## src/rtl/dtree_feature_loader.sv

```systemverilog
// rtl/dtree_feature_loader.sv - byte-stream feature loader and class capture around the decision tree
module dtree_feature_loader #(
    parameter int N_FEAT        = 18,
    parameter int FEAT_W        = 8,
    parameter int CLASS_W       = 2,
    parameter int SETTLE_CYCLES = 4
) (
    input  logic                       clk,
    input  logic                       rst,
    input  logic                       s_valid,
    output logic                       s_ready,
    input  logic [FEAT_W-1:0]          s_data,
    input  logic                       s_last,
    output logic [N_FEAT*FEAT_W-1:0]   feat_bus,
    input  logic [CLASS_W-1:0]         class_in,
    output logic                       m_valid,
    input  logic                       m_ready,
    output logic [CLASS_W-1:0]         m_class,
    output logic [7:0]                 m_seq,
    output logic                       frame_err
);

    localparam int IDX_W = $clog2(N_FEAT);
    localparam int CNT_W = (SETTLE_CYCLES > 1) ? $clog2(SETTLE_CYCLES) : 1;
    localparam logic [IDX_W-1:0] LAST_IDX = IDX_W'(N_FEAT - 1);
    localparam logic [CNT_W-1:0] CNT_INIT = CNT_W'(SETTLE_CYCLES - 1);

    typedef enum logic [1:0] {
        LOAD   = 2'd0,
        SETTLE = 2'd1,
        HOLD   = 2'd2
    } state_t;

    state_t               state, state_nxt;
    logic [IDX_W-1:0]     idx, idx_nxt;
    logic [CNT_W-1:0]     cnt, cnt_nxt;
    logic [7:0]           seq, seq_nxt;
    logic [CLASS_W-1:0]   m_class_nxt;
    logic [7:0]           m_seq_nxt;
    logic                 frame_err_nxt;
    logic                 wr_en;

    always_ff @(posedge clk) begin
        if (rst) begin
            state     <= LOAD;
            idx       <= '0;
            cnt       <= '0;
            seq       <= '0;
            m_class   <= '0;
            m_seq     <= '0;
            frame_err <= 1'b0;
            feat_bus  <= '0;
        end else begin
            state     <= state_nxt;
            idx       <= idx_nxt;
            cnt       <= cnt_nxt;
            seq       <= seq_nxt;
            m_class   <= m_class_nxt;
            m_seq     <= m_seq_nxt;
            frame_err <= frame_err_nxt;
            // The tree sees a new value only when a byte is accepted in LOAD.
            if (wr_en) begin
                feat_bus[idx*FEAT_W +: FEAT_W] <= s_data;
            end
        end
    end

    always_comb begin
        state_nxt     = state;
        idx_nxt       = idx;
        cnt_nxt       = cnt;
        seq_nxt       = seq;
        m_class_nxt   = m_class;
        m_seq_nxt     = m_seq;
        frame_err_nxt = 1'b0;
        wr_en         = 1'b0;
        s_ready       = (state == LOAD);
        m_valid       = (state == HOLD);

        case (state)
            LOAD: begin
                if (s_valid) begin
                    wr_en = 1'b1;
                    if (idx == LAST_IDX) begin
                        // The frame closes on the last slot even if s_last is missing.
                        frame_err_nxt = !s_last;
                        idx_nxt       = '0;
                        cnt_nxt       = CNT_INIT;
                        state_nxt     = SETTLE;
                    end else if (s_last) begin
                        frame_err_nxt = 1'b1;
                        idx_nxt       = '0;
                    end else begin
                        idx_nxt = idx + 1'b1;
                    end
                end
            end
            SETTLE: begin
                if (cnt == '0) begin
                    m_class_nxt = class_in;
                    m_seq_nxt   = seq;
                    seq_nxt     = seq + 8'd1;
                    state_nxt   = HOLD;
                end else begin
                    cnt_nxt = cnt - 1'b1;
                end
            end
            HOLD: begin
                if (m_ready) begin
                    state_nxt = LOAD;
                end
            end
            default: begin
                state_nxt = LOAD;
            end
        endcase
    end

endmodule

```

## config.mk

```make
export PLATFORM = sky130hd
export DESIGN_NAME = dtree_feature_loader
export DESIGN_NICKNAME = d
export VERILOG_FILES = /design/src/rtl/dtree_feature_loader.sv
export SDC_FILE = /design/constraint.sdc
export NUM_CORES = 1
export LEC_CHECK = 0
export ABC_CLOCK_PERIOD_IN_PS = 3700
export BUFFER_PORTS_ARGS = -buffer_cell sky130_fd_sc_hd__buf_2
export CAP_MARGIN = 10
export CELL_PAD_IN_SITES_DETAIL_PLACEMENT = 1
export CELL_PAD_IN_SITES_GLOBAL_PLACEMENT = 1
export CORE_MARGIN = 2
export CORE_UTILIZATION = 41
export CTS_BUF_LIST = sky130_fd_sc_hd__clkbuf_8
export CTS_CLUSTER_DIAMETER = 150
export DETAILED_ROUTE_END_ITERATION = 8
export PLACE_DENSITY_LB_ADDON = 0.05
export SLEW_MARGIN = 20
export SYNTH_ARGS = -nofsm -noshare
export SYNTH_HDL_FRONTEND = slang
export SYNTH_SLANG_ARGS = --single-unit
```

## constraint.sdc

```tcl
create_clock -name clk -period 3.7 [get_ports clk]
set_input_delay 0.74 -clock clk [delete_from_list [all_inputs] [get_ports clk]]
set_output_delay 0.74 -clock clk [all_outputs]
set_load 0.005 [all_outputs]
```

==> out/results.tsv <==
metric	value	unit
run_status	complete, no violations	
cpPeakStageDelay	0.57	ns
dp_hpwl	16.6	mm
whs	0.459	ns
mappedNetlistArea	7280	µm²
worst-setup-path-type	flip-flop to flip-flop	
wl_per_cell	19.7	µm
cp_data_arrival_time	3.69	ns
rsz0062_at_grt	no	
r2r_cells	10	
clock_latency	0.48	ns
sw_frac_of_total	26.3	%
via_count	6704	
clockRootBuffer	clkbuf_8	
place_area	8270	µm²
synth_edf_count	0	
cts_max_level	4	
viasPerCell	5.55	
place_congestion	0.868	
first_iter_violations	398	
maxSlewViolCount	0	
grt_start_max_net_pins	149	
ys_ff_latch	172	
cts_resized	0	
drtAntennaViolNets	0	
die_h	137	µm
initial_utilization	41.9	%
num_antenna_cells	0	
rows	48	
power.density	398	nW/µm²
finalCriticalPeriod	3.35	ns
path_buf_inv	1	
syn_inst	823	
p_sw	0.911	mW
ios	172	
numClockSinks	172	
area_growth	19.4	%
antenna_found_initial	0	
seqPwrFrac	53.6	%
drc	0	
crit_chain	inv_1, ha_1, nand2b_1, nor2_1, ha_1, nor2b_1, and2_1, nand4_1, nand3b_1, o21ai_0	
crit_fanout	16	
wl	23.8	mm
track_usage	25.8	%
cts_tree	yes	
clock_power_share	39.5	%
cp_common_cell	ha_1	
fin_crit_sh	90.6	%
fmax	298	MHz
finalHoldViolations	0	
path_depth	10	
die_x	137	µm
worst_slew_pin_slew	0.898	ns
crit_path_end_kind	flip-flop	
setup_viol	0	
grt_pass1_wl	37.4	mm
core	17400	µm²
utilization	50.1	%
fin_tns_setup	0	ns
synth.avg_cell_area	8.85	µm²
start_kind	flip-flop	
final_layout_size_suffix_gt1_share	24.1	%
numCtsBuffers	17	
skew	0.0150	ns
first_pass_iters	5	
path_clk_slew	0.10	ns
path_delay_family	simple AND/OR/NAND/NOR gates	
slew_headroom	40.2	%
whs_path_depth	2	
clock_path_buffers	2	
worstPathRequired	4.04	ns
leakagePower	3.47	nW
maxCapViolCount	0	
hp-class	flip-flop to flip-flop	
port_buffers	171	
cpMaxStageDelayCell	nand4_1	
intPower	2.55	mW
comb_power_share	6.8	%
yosysSeqAreaShare	47.3	%
synth_cell_types	44	
ys.flop_type	dfxtp_1	
ir_drop	0.236	mV
die_area	18800	µm²
overflow	0	
fin_nets	990	
synth_warnings	0	
ys_async_sr_fraction	0	%
syn_nets	844	
final_area	8690	µm²
grt_pass1_vias	6853	
==> synth_stat cells, drive strengths merged, types with 7 or more instances <==
master | n | area (µm²)
dfxtp | 172 | 3440
nand3b | 113 | 848
o21ai | 101 | 505
nand2 | 91 | 342
nand3 | 60 | 300
clkbuf | 41 | 154
nor2 | 38 | 148
nand2b | 30 | 188
a21oi | 26 | 141
mux2i | 25 | 250
nand4 | 21 | 144
buf | 20 | 115
o31ai | 11 | 87.6
xor2 | 10 | 106
inv | 8 | 30.0
and2 | 7 | 43.8
nor3 | 7 | 51.3
==> repair_timing <==
item,CTS,global route
setup endpoints to repair,0,3
setup buffers,0,1
hold buffers,0,0
==> layer usage <==
metal  share of wire, %  GRT usage [%]  up-vias  wire length (µm)
li1                   -              -     3181                 -
met5                  0              0        -                 0
met3                5.8           6.70       37              1380
met1                 43           32.1     3300             10300
met4                2.4           9.85        0               579
met2                 49           42.9      186             11600
==> worst paths after layout <==
check / from / end / slack [ns]
max: idx[1] / feat_bus[22] / 0.35
max reg2reg: idx[1] / feat_bus[22] / 0.35
min reg2reg: m_seq[2] / m_seq[2] / 0.46
min: m_seq[2] / m_seq[2] / 0.46
==> state kept, by name, summed over array words and instances, names as in the netlist <==
name / flops
feat_bus: 144
frame_err: 1
cnt: 2
idx: 5
state: 2
m_class: 2
m_seq: 8
seq: 8
==> per-stage QoR <==
| step | power [mW] | worst slack, ns | std cells |
|---|---|---|---|
| global route | 3.58 | 0.00446 | 1207 |
| finish | 3.46 | 0.348 | 1207 |
| CTS | 3.49 | 0.324 | 1206 |
| floorplan | 2.05 | 0.762 | 823 |
| global placement | 2.13 | 0.618 | 1174 |
| detailed placement | 2.13 | 0.354 | 1174 |
==> final cells by class <==
type,instances,area [µm²]
fill,2129,8660
sequential,172,3440
timing repair buffer,188,990
multi-input combinational,582,3540
clock inverter,14,158
clock buffer,18,248
inverter,8,30.0
tap,225,282
==> worst min-delay path, stage by stage (launching register included) <==
cell	delay (ns)
dfxtp_1	0.32
nand2_1	0.05
a21oi_1	0.05
==> power groups by stage <==
stage                     logic, mW  clock network (mW)  registers, mW
after floorplan               0.152                   0           1.90
after global placement        0.226                   0           1.90
after detailed placement      0.231                   0           1.90
after CTS                     0.233                1.40           1.86
after global routing          0.256                1.47           1.86
final                         0.236                1.37           1.86
==> placed cells by master, fill, tap and decap left out, types with 7 or more instances in the layout <==
cell and count:
xor2_1 9, buf_2 170, dfxtp_1 172, nand2_1 91, nand4_1 19, nand3_1 60, nor2_1 36, nand3b_1 113
o31ai_1 10, and2_1 7, o21ai_0 100, mux2i_1 25, inv_1 8, a21oi_1 24, clkbuf_8 18, buf_4 17
nand2b_1 30
==> logic make-up (layout without fill, tap and decap cells) <==
group,Yosys count,after routing,synth area share (%)
AOI/OAI and AO/OA,150,150,11.6
DFF,172,172,47.3
and+or+nand+nor,385,385,30.3
adders and majority gates,6,6,1.03
buffers and inverters,69,228,4.11
xor gates and xnor gates,16,16,2.18
muxes,25,25,3.44
(Power assumes the default switching activity.)
